===== src/rtl/time_cascade_counter.sv =====
// Seconds/minutes/hours cascade counter with run, set and load paths.
// Edge behaviour is chosen by the state held before the edge; set_mode/enable pick the next state.
module time_cascade_counter #(
  parameter int unsigned W       = 6,
  parameter int unsigned SEC_MOD = 60,
  parameter int unsigned MIN_MOD = 60,
  parameter int unsigned HR_MOD  = 24
) (
  input  logic         clk,
  input  logic         rst_n,
  input  logic         enable,
  input  logic         tick,
  input  logic         set_mode,
  input  logic         inc_min,
  input  logic         inc_hr,
  input  logic         load,
  input  logic [1:0]   load_sel,
  input  logic [W-1:0] load_val,
  output logic [W-1:0] sec,
  output logic [W-1:0] min,
  output logic [W-1:0] hr,
  output logic         min_en,
  output logic         hr_en,
  output logic         day_wrap,
  output logic         load_err
);

  if (SEC_MOD < 2) begin : g_bad_sec_mod
    $error("SEC_MOD must be at least 2");
  end
  if (MIN_MOD < 2) begin : g_bad_min_mod
    $error("MIN_MOD must be at least 2");
  end
  if (HR_MOD < 2) begin : g_bad_hr_mod
    $error("HR_MOD must be at least 2");
  end
  if ((SEC_MOD > (1 << W)) || (MIN_MOD > (1 << W)) || (HR_MOD > (1 << W))) begin : g_bad_width
    $error("W too narrow for a modulus");
  end

  typedef enum logic [1:0] {IDLE = 2'd0, RUN = 2'd1, SET = 2'd2} state_t;

  localparam logic [W:0]   SEC_M    = (W+1)'(SEC_MOD);
  localparam logic [W:0]   MIN_M    = (W+1)'(MIN_MOD);
  localparam logic [W:0]   HR_M     = (W+1)'(HR_MOD);
  localparam logic [W-1:0] SEC_LAST = W'(SEC_MOD - 1);
  localparam logic [W-1:0] MIN_LAST = W'(MIN_MOD - 1);
  localparam logic [W-1:0] HR_LAST  = W'(HR_MOD - 1);
  localparam logic [W-1:0] ONE      = W'(1);

  state_t       state_q, state_d;
  logic [W-1:0] sec_q, sec_d, min_q, min_d, hr_q, hr_d;
  logic         min_en_q, hr_en_q, day_wrap_q, load_err_q;

  logic load_fits, load_ok, ld_sec, ld_min, ld_hr;
  logic enter_set, in_set, run_tick;
  logic sec_carry, min_carry, hr_carry;

  always_comb begin
    if (set_mode)    state_d = SET;
    else if (enable) state_d = RUN;
    else             state_d = IDLE;

    case (load_sel)
      2'd0:    load_fits = {1'b0, load_val} < SEC_M;
      2'd1:    load_fits = {1'b0, load_val} < MIN_M;
      2'd2:    load_fits = {1'b0, load_val} < HR_M;
      default: load_fits = 1'b0;
    endcase
    load_ok = load && load_fits;
    ld_sec  = load_ok && (load_sel == 2'd0);
    ld_min  = load_ok && (load_sel == 2'd1);
    ld_hr   = load_ok && (load_sel == 2'd2);

    in_set    = (state_q == SET);
    enter_set = set_mode && !in_set;
    // Entering SET clears sec, so a tick on that same edge is meaningless.
    run_tick  = (state_q == RUN) && tick && !enter_set;

    // A loaded field swallows its increment and emits no carry.
    sec_carry = run_tick && (sec_q == SEC_LAST) && !ld_sec;
    min_carry = sec_carry && (min_q == MIN_LAST) && !ld_min;
    hr_carry  = min_carry && (hr_q == HR_LAST) && !ld_hr;

    sec_d = sec_q;
    if (ld_sec)         sec_d = load_val;
    else if (enter_set) sec_d = '0;
    else if (run_tick)  sec_d = (sec_q == SEC_LAST) ? '0 : sec_q + ONE;

    min_d = min_q;
    if (ld_min)
      min_d = load_val;
    else if (sec_carry || (in_set && inc_min))
      min_d = (min_q == MIN_LAST) ? '0 : min_q + ONE;

    hr_d = hr_q;
    if (ld_hr)
      hr_d = load_val;
    else if (min_carry || (in_set && inc_hr))
      hr_d = (hr_q == HR_LAST) ? '0 : hr_q + ONE;
  end

  always_ff @(posedge clk or negedge rst_n) begin
    if (!rst_n) begin
      state_q    <= IDLE;
      sec_q      <= '0;
      min_q      <= '0;
      hr_q       <= '0;
      min_en_q   <= 1'b0;
      hr_en_q    <= 1'b0;
      day_wrap_q <= 1'b0;
      load_err_q <= 1'b0;
    end else begin
      state_q    <= state_d;
      sec_q      <= sec_d;
      min_q      <= min_d;
      hr_q       <= hr_d;
      min_en_q   <= sec_carry;
      hr_en_q    <= min_carry;
      day_wrap_q <= hr_carry;
      load_err_q <= load && !load_fits;
    end
  end

  assign sec      = sec_q;
  assign min      = min_q;
  assign hr       = hr_q;
  assign min_en   = min_en_q;
  assign hr_en    = hr_en_q;
  assign day_wrap = day_wrap_q;
  assign load_err = load_err_q;

endmodule


===== config.mk =====
export PLATFORM = sky130hd
export DESIGN_NAME = time_cascade_counter
export DESIGN_NICKNAME = d
export VERILOG_FILES = /design/src/rtl/time_cascade_counter.sv
export SDC_FILE = /design/constraint.sdc
export NUM_CORES = 1
export LEC_CHECK = 0
export CAP_MARGIN = 20
export CORE_UTILIZATION = 54
export CTS_BUF_LIST = sky130_fd_sc_hd__clkbuf_4 sky130_fd_sc_hd__clkbuf_8
export CTS_CLUSTER_DIAMETER = 150
export CTS_CLUSTER_SIZE = 40
export DETAILED_ROUTE_END_ITERATION = 16
export PLACE_DENSITY = 0.89
export SLEW_MARGIN = 30
export SYNTH_ARGS = -nofsm -noshare
export SYNTH_HDL_FRONTEND = slang
export SYNTH_SLANG_ARGS = --single-unit

===== constraint.sdc =====
create_clock -name clk -period 4.7 [get_ports clk]
set_clock_uncertainty 0.1 [all_clocks]
set_input_delay 0.47 -clock clk [delete_from_list [all_inputs] [get_ports clk]]
set_output_delay 0.47 -clock clk [all_outputs]
set_load 0.01 [all_outputs]

Yosys cells after proc, flatten, opt, wreduce, memory -nomap -nowiden
Cells that the tools add are included.
{ "word_totals": {"ff_bits": 24, "inputBits": 16, "out_inout_bits": 22} }
{ "op_classes": {"addsub": 3, "n_lt_le_gt_ge": 2, "eq_ne": 7, "n_mux": 13, "reduce_logical": 29} }
{ "op_table": {"columns": ["cell", "n"], "rows": [
  ["$mux 6", 10],
  ["$add 6x1->6 const B", 3],
  ["$logic_and 1x1->1", 16],
  ["$eq 6x6->1 const B", 2],
  ["$eq 6x5->1 const B", 1],
  ["$logic_not 1->1", 6],
  ["$lt 6x5->1 const B", 1],
  ["$lt 6x6->1 const B", 1],
  ["$eq 2x1->1 const B", 2],
  ["$eq 2x2->1 const B", 2],
  ["$reduce_bool 2->1", 2],
  ["$reduce_bool 3->1", 1],
  ["$logic_not 2->1", 1],
  ["$logic_or 1x1->1", 2],
  ["$mux 2", 1],
  ["$pmux 1 s2", 1],
  ["$reduce_or 2->1", 1],
  ["$mux 1", 1]
]} }

Longest topological paths before layout
{ "depth": {"ltp_word": 12, "ltp_mapped": 6, "mapped_depth_nobuf": 6} }

Worst setup path after synthesis
Ideal clock, no wire load.
{ "synth_path": {"path_type": "flip-flop to flip-flop", "start": "register sec_q[0], in the netlist sec[0]", "end": "register hr_q[3], in the netlist hr[3]", "setup_time_ps": 124, "arrival_ps": 1981, "required_time_ps": 4476, "setup_slack_ps": 2495, "stages_incl_launch_ff": 7, "period_less_slack_ps": 2205, "cell_sequence": "dfrtp_1 -> ha_1 -> and4b_2 -> nand3_4 -> o41ai_4 -> a21oi_1 -> a211o_1"} }
{ "synth_between": {"elab_chain_len": 7} }
{ "synth_rtl": {"columns": ["item", "line_no", "source"], "rows": [
  ["from (decl)", "52", "logic [W-1:0] sec_q, sec_d, min_q, min_d, hr_q, hr_d;"],
  ["from (signal assigned)", "106", "sec_q <= '0;"],
  ["from (signal assigned)", "115", "sec_q <= sec_d;"],
  ["$eq 6x6->1", "81", "sec_carry = run_tick && (sec_q == SEC_LAST) && !ld_sec;"],
  ["$logic_and 1x1->1 (2 in a row)", "81", null],
  ["$logic_and 1x1->1 (2 in a row)", "82", "min_carry = sec_carry && (min_q == MIN_LAST) && !ld_min;"],
  ["$logic_or 1x1->1", "99", "else if (min_carry || (in_set && inc_hr))"],
  ["$reduce_bool 2->1 (no line)", null, null],
  ["to (signal assigned)", "117", "hr_q <= hr_d;"],
  ["to (decl)", "52", null]
]} }
No other way between the ends.
A chain may end at the register's enable or synchronous reset.

Final worst setup path
{ "layout_path": {"start": "input port load", "end": "register min_q[2], in the netlist min[2]"} }
{ "layout_between": {"elab_chain_len": 6, "elab_cells_between_ends": 8, "cone_classes": "mux (1); reduce/logical (7)"} }
{ "layout_rtl": {"columns": ["item", "line_no", "source"], "rows": [
  ["from (decl)", "16", "input logic load,"],
  ["$logic_and 1x1->1 *", "70", "load_ok = load && load_fits;"],
  ["$logic_and 1x1->1", "71", "ld_sec = load_ok && (load_sel == 2'd0);"],
  ["$logic_not 1->1", "81", null],
  ["$logic_and 1x1->1", "81", null],
  ["$logic_or 1x1->1", "93", "else if (sec_carry || (in_set && inc_min))"],
  ["$reduce_bool 2->1 (no line)", null, null],
  ["to (signal assigned)", "116", "min_q <= min_d;"],
  ["to (decl)", "52", null]
]} }
Every way passes the cells marked *; elsewhere a longest branch is shown, timed or not.

==> impl_metrics.env <==
export IMPL_cts_resized=0
export IMPL_start_util_pct=57.8
export IMPL_end_kind="register"
export IMPL_yosys_warnings=0
export IMPL_post_route_drc_count=0
export IMPL_drtAntennaViolNets=0
export IMPL_powerDensity_nw_per_um2=398
export IMPL_die_h_um=54.0
export IMPL_rr_startpoint="sec[0]"
export IMPL_seq_area_frac_synth_pct=41.2
export IMPL_synth_nets=178
export IMPL_finalCritPeriodShare_pct=57.2
export IMPL_cp_slowest_cell="nor2b_1"
export IMPL_drv_cap=0
export IMPL_clock_path_buffers=2
export IMPL_wl_mm=3.68
export IMPL_synth_simple_area_share_pct=29.2
export IMPL_r2r_cells=6
export IMPL_cts_tree="done"
export IMPL_core_area_um2=2520
export IMPL_total_power_mw=0.755
export IMPL_pre_cts_ws_ps=1710
export IMPL_syn_area_um2=1460
export IMPL_critPathMaxStageDelay_ps=580
export IMPL_r2r_slack_ps=2250
export IMPL_nets=216
export IMPL_setup_tns_ps=0
export IMPL_max_slew_margin_pct=43.7
export IMPL_p_leak_nw=0.808
export IMPL_clkSlewWorstSetupHoldPaths_ps=140
export IMPL_syn_to_final_growth_pct=30.1
export IMPL_cp_data_required_time_ps=4810
export IMPL_insertion_delay_ps=330
export IMPL_grt_pass1_wl_mm=5.69
export IMPL_antenna_found_initial=0
export IMPL_crit_chain="clkdlybuf4s50_1 > or3b_2 > nor2b_1 > o21ai_0 > mux2i_1 > a31oi_1"
export IMPL_synth_edf_count=0
export IMPL_synth_top_family_by_area="simple AND/OR/NAND/NOR gates"
export IMPL_timing_final_ws_setup_ps=2010
export IMPL_synth_xor_area_share_pct=0
export IMPL_ys_flop_type="dfrtp_1"
export IMPL_slew_violations=0
export IMPL_io_buffers=37
export IMPL_syn_area_per_cell_um2=9.18
export IMPL_cts_sinks=24
export IMPL_drive_gt1_share_pct=6.12
export IMPL_cts_setup_buffers=0
export IMPL_htree_levels=1
export IMPL_grt_use_total_pct=27.5
export IMPL_dieArea_um2=2910
export IMPL_hold_viol=14
export IMPL_ioPinCount=38
export IMPL_timing_rr_end="hr[3]"
export IMPL_grt_overflow=0
export IMPL_start_kind="input port"
export IMPL_failed_checks="hold timing"
export IMPL_post_drt_wl_per_cell_um=16.3
export IMPL_vdd_drop_max_mv=0.320
export IMPL_synthMuxAreaShare_pct=4.80
export IMPL_fin_cells=226
export IMPL_synthCells=159
export IMPL_synth_area_top_cells="dfrtp_1 (41%), mux2i_1 (4.8%), nand2_1 (4.4%), nor2_1 (3.6%), nor2b_1 (3.4%)"
export IMPL_grt_pass1_vias=1218
export IMPL_diodes=0
export IMPL_clock_fmax_mhz=372
export IMPL_whs_ps=-6.76
export IMPL_grt_max_degree=25
export IMPL_path_max_fanout=11
export IMPL_arrival_ps=2800
export IMPL_dr_total_vias=1434
export IMPL_yosysTopAreaCellShare_pct=41.2
export IMPL_routabilityCongestion=0.851
export IMPL_cts_root_buf="clkbuf_4"
export IMPL_hpwl_mm=2.73
export IMPL_ys_ff_latch=24
export IMPL_vias_per_cell=6.35
export IMPL_tightest_slew_ps=838
export IMPL_synth_cell_type_count=41
export IMPL_synth_compound_area_share_pct=20.6
export IMPL_synth_top_cell_by_area="dfrtp_1"
export IMPL_first_pass_iters=4
export IMPL_drt_iter0_drc=44
export IMPL_period_needed_ps=2690
export IMPL_die_x_um=54.0
export IMPL_dp_cells=222
export IMPL_path_class="input port to register"
export IMPL_cts_buffers=3
export IMPL_run_status="finished, violations left"
export IMPL_placementRows=18
export IMPL_synth_fa_ha_area_share_pct=2.57
export IMPL_setup_viol=0
export IMPL_synthArstFlopShare_pct=100
export IMPL_ctsHoldBuffers=0
export IMPL_grt_setup_unrepaired="false"
export IMPL_worstHoldPathType="input port to async pin"
## worst max-delay path by stage
stage,startpoint,endpoint,slack (ps)
3_3_place_gp,load,min[2],1850
4_1_cts,load_sel[1],min[2],2070
5_1_grt,load_sel[1],min[2],1960
2_1_floorplan,sec[0],hr[3],2490
6_report,load,min[2],2010
3_5_place_dp,load_sel[1],min[2],1710
## metal layers
| layer | wire length [um] | GRT usage, % | up-vias |
|---|---|---|---|
| met1 | 1620 | 37.1 | 691 |
| met3 | 250 | 4.24 | 10 |
| li1 | - | - | 671 |
| met5 | 0 | 0 | - |
| met2 | 1750 | 44.4 | 62 |
| met4 | 59 | 9.40 | 0 |
## area by class of cell
class,instances,area (um^2)
Multi-Input combinational cell,129,835
Tap cell,30,37.5
Clock inverter,1,30.0
Clock buffer,3,22.5
Timing Repair Buffer,37,365
Fill cell,197,624
Inverter,2,7.51
Sequential cell,24,601
## cells by family (layout without fill, tap and decap cells)
group           after synthesis  in the layout
mux                           7              7
simple gates                 77             77
fa+ha+maj                     3              3
compound gates               42             42
flops                        24             24
buf+inv                       6             43
## flip-flops by register name, indices dropped and copies added (netlist names)
| name | count |
|---|---|
| day_wrap | 1 |
| hr | 6 |
| min_en | 1 |
| sec | 6 |
| min | 6 |
| state_q | 2 |
| hr_en | 1 |
| load_err | 1 |
## metrics by stage
| step | area, um^2 | utilization [%] | hold slack (ps) |
|---|---|---|---|
| 2_1_floorplan | 1460 | - | 74.4 |
| 3_3_place_gp | 1850 | 73.4 | 472 |
| 3_5_place_dp | 1850 | 73.2 | 377 |
| 4_1_cts | 1900 | 75.2 | 15.5 |
| 5_1_grt | 1900 | 75.2 | 17.5 |
| 6_report | 1900 | 75.2 | -6.76 |
## placed cells by master (no fill, tap or decap), drive strengths merged, types with 3 or more instances in the layout
cell,instances
nand2b,4
clkdlybuf4s50,36
ha,3
nand2,17
or3,3
nor3,3
and3,5
a31oi,7
a22o,3
a21oi,8
dfrtp,24
o21ai,8
nor2,14
mux2i,7
nand3,8
nand4,3
clkbuf,3
nor2b,8
## critical path: cells and delay by family
kind                   cells  cell delay [ps]
AND/OR/NAND/NOR            2             1070
buffers and inverters      1              520
multiplexers               1              240
AO/OA/AOI/OAI              2              490
## report_power, final
part / leakage, nW / switching (mW) / total [mW] / internal (mW)
clock network: 0.0279 / 0.0673 / 0.154 / 0.0863
logic: 0.484 / 0.130 / 0.293 / 0.163
registers: 0.296 / 0.0584 / 0.308 / 0.249
total: 0.808 / 0.256 / 0.755 / 0.499
## synth_stat cells, drive strengths merged (4+ instances only)
cell type / count
dfrtp: 24
a21oi: 8
nor2: 14
mux2i: 7
nor2b: 8
nand2: 17
nand3: 8
a31oi: 7
o21ai: 8
and3: 5
nand2b: 4
No activity file was read; power rests on OpenSTA's default activity.
==> RTL edit 1, RTL diff (same flow settings) <==
The parameter `W` goes from 6 to 7.
--- a/src/rtl/time_cascade_counter.sv
+++ b/src/rtl/time_cascade_counter.sv
@@ -1,7 +1,7 @@
 // Seconds/minutes/hours cascade counter with run, set and load paths.
 // Edge behaviour is chosen by the state held before the edge; set_mode/enable pick the next state.
 module time_cascade_counter #(
-  parameter int unsigned W       = 6,
+  parameter int unsigned W       = 7,
   parameter int unsigned SEC_MOD = 60,
   parameter int unsigned MIN_MOD = 60,
   parameter int unsigned HR_MOD  = 24
Ports: changed (resized hr, load_val, min and sec); port bits go from 38 to 42. The function was not compared with the original's and may differ.
==> RTL edit 1 against the unedited design <==
- count of clock-buffer cells in the layout grew 1
- total power is 25% higher
- cell area rose by 17%
- area after synthesis grew 19%
- critical endpoint is now hr[5]
- critical path depth unchanged
- largest cell class unchanged
- sequential cell count grew 3
- combinational power up 50%
- worst setup slack improved by 0.36 ns
- wire length is 11% higher
- sequential share of layout area is 1.1 points lower
==> RTL edit 1: results (changes against the unedited design) <==
.. list-table::
   :header-rows: 1

   * - Metric
     - Value
   * - GPL Wtd Cong
     - 0.922 (+8.4%)
   * - Delay of the slowest cell on the worst path
     - 0.45 ns (-0.13 ns)
   * - Cell total after placement
     - 271 (+22%)
   * - Leading post-synthesis cells by instance count
     - sky130_fd_sc_hd__dfrtp_1 (27), sky130_fd_sc_hd__nand2_1 (19), sky130_fd_sc_hd__nor2_1 (17)
   * - Met1 GRT Util
     - 0.356 (-0.0160)
   * - GR met3 Demand/Resource
     - 0.0527 (+0.0104)
   * - Number of DRC markers after the initial detailed-route iteration
     - 120 (+170%)
   * - Cell area reported after detailed placement
     - 0.00218 mm² (+18%)
   * - Global routing met2 resource utilization
     - 0.415 (-0.0290)
   * - Synthesized-area fraction occupied by ao, oa, aoi and oai cells
     - 0.255 (+0.0494)
   * - Cell count after synthesis
     - 189 (+19%)
   * - Pin count of the biggest net entering global routing
     - 28 (+12%)
   * - Share of power burned in combinational logic
     - 0.467 (+0.079)
   * - Fill cell count
     - 239 (+21%)
   * - Result of the run
     - completed
   * - Slowest stage cell on the critical path
     - sky130_fd_sc_hd__dfrtp_1
   * - Power of the clock network
     - 105 µW (-32%)
   * - Reg2reg setup slack
     - 2.38 ns (+0.13 ns)
   * - Final WL
     - 4070 µm (+11%)
   * - Detailed-route wire length on metal 1
     - 1840 µm (+13%)
   * - Post-placement setup slack
     - 2.07 ns (+0.366 ns)
   * - Switching power share of the total
     - 0.376 (+0.0375)
   * - Multiplexer share of the synthesized area
     - 0.0173 (-0.0307)
   * - Period Utilization, post-route
     - 0.495 (-0.0769)
   * - Hold Vio Cnt, Final
     - 0 (-14)
   * - First-pass GRT wire length
     - 6620 µm (+16%)
   * - GRT Util Overall
     - 0.254 (-0.0202)
   * - Top post-synthesis cells by area
     - sky130_fd_sc_hd__dfrtp_1 (39%), sky130_fd_sc_hd__a21oi_1 (4.6%), sky130_fd_sc_hd__nand2_1 (4.1%)
   * - Fraction of layout instances using a drive strength above 1
     - 0.0866 (+0.0254)
   * - Adder-cell area share of the yosys netlist
     - 0.0216 (-0.00410)
   * - Worst hold slack
     - 0.386 ns (+0.393 ns)
   * - Standby leakage power
     - 0.913 nW (+13%)
   * - Tightest Pin Transition
     - 0.522 ns (-0.316 ns)
   * - DR vias/cell
     - 5.99 (-5.7%)
   * - Library cells used by synthesis
     - 51 (+24%)
   * - Total length of routed met3 wires
     - 222 µm (-11%)
   * - Sequential element share of the synthesized area
     - 0.389 (-0.0223)
[RTL edit 1: cell types whose count changed in the layout (fill, tap and decap cells not counted), moves of 3 or more]
cell and delta:
sky130_fd_sc_hd__dfrtp_1 +3, sky130_fd_sc_hd__o21ai_0 +3, sky130_fd_sc_hd__a21oi_1 +8, sky130_fd_sc_hd__nor2b_1 -6, sky130_fd_sc_hd__clkdlybuf4s50_1 +5, sky130_fd_sc_hd__inv_1 +4
sky130_fd_sc_hd__a22o_1 +3, sky130_fd_sc_hd__a31oi_1 -3, sky130_fd_sc_hd__and3_1 +5, sky130_fd_sc_hd__a2bb2oi_1 +3, sky130_fd_sc_hd__nor2_1 +3, sky130_fd_sc_hd__mux2i_1 -4
[RTL edit 1: layout make-up]
cell class                 instances  area [µm²]  area share
clock buffer                       4        30.0      0.0136
inverter                           6        22.5      0.0102
multi-input combinational        152        1010       0.457
sequential                        27         676       0.305
tap                               44        55.1      0.0249
timing repair buffer              42         418       0.189
==> RTL edit 2, RTL diff (same settings) <==
Made on the original files. Register the input `set_mode` before use. The logic sees it one clock later. The other inputs are not delayed to match.
--- a/src/rtl/time_cascade_counter.sv
+++ b/src/rtl/time_cascade_counter.sv
@@ -24,6 +24,12 @@
   output logic         day_wrap,
   output logic         load_err
 );
+
+  logic set_mode_q;
+
+  always_ff @(posedge clk) begin
+    set_mode_q <= set_mode;
+  end
 
   if (SEC_MOD < 2) begin : g_bad_sec_mod
     $error("SEC_MOD must be at least 2");
@@ -57,7 +63,7 @@
   logic sec_carry, min_carry, hr_carry;
 
   always_comb begin
-    if (set_mode)    state_d = SET;
+    if (set_mode_q)    state_d = SET;
     else if (enable) state_d = RUN;
     else             state_d = IDLE;
 
@@ -73,7 +79,7 @@
     ld_hr   = load_ok && (load_sel == 2'd2);
 
     in_set    = (state_q == SET);
-    enter_set = set_mode && !in_set;
+    enter_set = set_mode_q && !in_set;
     // Entering SET clears sec, so a tick on that same edge is meaningless.
     run_tick  = (state_q == RUN) && tick && !enter_set;
 
Function: changed (Yosys sat finds a counterexample within 4 cycles, from zero or initial values and one cycle with rst_n low).
==> RTL edit 2 against the unedited design <==
- sequential power up 3%
- critical endpoint unchanged
- cell area down 0.13%
- sequential cell count up 1
- total power down 5.4%
- die area up 1.3%
- via count down 2.2%
- critical path depth unchanged
- highest routed layer unchanged
- first-iteration DRC count down 43%
- largest power group unchanged
- core utilization down 0.099 points
- wire length down 0.46%
- area after synthesis up 1.4%
- worst setup slack worse by 0.031 ns
- register-to-register slack better by 0.03 ns
==> RTL edit 2: results (changes against the unedited design) <==
.. list-table::
   :header-rows: 1

   * - Metric
     - Value
   * - Result of the run
     - completed
   * - Flip-flop cell with the highest count after synthesis
     - sky130_fd_sc_hd__dfrtp_1
   * - Tightest slew margin relative to the limit
     - 0.402 (-0.0356)
   * - Leading post-synthesis cells by instance count
     - sky130_fd_sc_hd__dfrtp_1 (24), sky130_fd_sc_hd__nand2_1 (17), sky130_fd_sc_hd__nor2_1 (14)
   * - Sequential element share of the synthesized area
     - 0.420 (+0.00796)
   * - Hold Crit Class
     - input pin to async pin
   * - Delay of the slowest cell on the worst path
     - 0.56 ns (-0.02 ns)
   * - Clock-pin slew on the worst setup and hold paths
     - 0.13 ns
   * - Standby leakage power
     - 0.807 nW (-0.13%)
   * - HPWL reported at the end of detailed placement
     - 2750 µm (+0.99%)
   * - Drt pass-1 iters
     - 6 (+2)
   * - Clock network area share
     - 0.0158 (-0.0118)
   * - Syn Nets
     - 179 (+0.56%)
   * - Overall power of the completed layout
     - 714 µW (-5.4%)
   * - Cell area reported after detailed placement
     - 0.00187 mm² (+1.1%)
   * - Power in combinational cells
     - between 200 and 300 µW
   * - Switching power share of the total
     - 0.355 (+0.0162)
   * - Worst hold slack
     - 0.00591 ns (+0.0127 ns)
   * - Final WL
     - 3670 µm (-0.46%)
   * - Top post-synthesis cells by area
     - sky130_fd_sc_hd__dfrtp_1 (41%), sky130_fd_sc_hd__mux2i_1 (4.7%), sky130_fd_sc_hd__nand2_1 (4.3%)
   * - Cell total after placement
     - 223 (+0.45%)
   * - Reg2reg setup slack
     - 2.28 ns (+0.03 ns)
   * - Fill cell count
     - 194 (-1.5%)
   * - Library cells used by synthesis
     - 42 (+2.4%)
   * - Layout overhead on the synthesized area
     - 28.2%
   * - Number of DRC markers after the initial detailed-route iteration
     - 25 (-43%)
   * - Finished Layout Cells
     - 227 (+0.44%)
   * - Part of the total power dissipated in the clock network
     - 0.142 (-0.062)
   * - Worst IR drop on VDD
     - 0.391 mV (+22%)
   * - Share of cell area taken by multi-input logic gates
     - 0.440 (+0.000580)
   * - Post-placement setup slack
     - 1.69 ns (-0.0224 ns)
   * - GPL Wtd Cong
     - 0.898 (+5.6%)
   * - Register area
     - 621 µm² (+3.3%)
   * - Via count of the routed design
     - 1403 (-2.2%)
   * - Signal buffers share of area
     - 0.193 (+0.000254)
   * - First-pass GRT wire length
     - 5660 µm (-0.49%)
   * - Ys async rst share
     - 0.960 (-0.0400)
   * - GRT Util Overall
     - 0.271 (-0.00391)
   * - Count of flip-flops and latches
     - 25 (+4.2%)
   * - Vias in the first global route
     - 1231 (+1.1%)
   * - Fraction of layout instances using a drive strength above 1
     - 0.0609 (-0.000311)
   * - Critical path data arrival time
     - 2.81 ns (about the same)
   * - Pin count of the biggest net entering global routing
     - 25 (unchanged)
   * - Number of clock buffers in the layout
     - 4 (+1)
   * - Cell count after synthesis
     - 160 (+0.63%)
RTL edit 2: kinds of logic after synthesis:
| family | after synthesis | share of synthesized area |
|---|---|---|
| and+or+nand+nor | 77 | 0.288 |
| AOI/OAI and AO/OA | 42 | 0.203 |
| DFF | 25 | 0.420 |
| muxes | 7 | 0.0474 |
| buffers and inverters | 6 | 0.0161 |
| adders and majority gates | 3 | 0.0254 |
RTL edit 2: worst max path at each step:
stage	from	end	slack (ns)	cells after the start
after floorplan	sec[0]	hr[3]	2.49	6
after global placement	load	min[2]	1.84	6
after detailed placement	load	min[2]	1.69	6
after CTS	load	min[2]	2.02	6
after global routing	load	min[2]	1.90	6
final	load	min[2]	1.98	6
RTL edit 2: routing by layer:
layer,vias to the layer above,share of wire,global-route usage
met5,-,0,0
met4,0,0.012,0.0855
met3,5,0.042,0.0333
met2,45,0.50,0.459
met1,678,0.44,0.356
li1,675,-,-
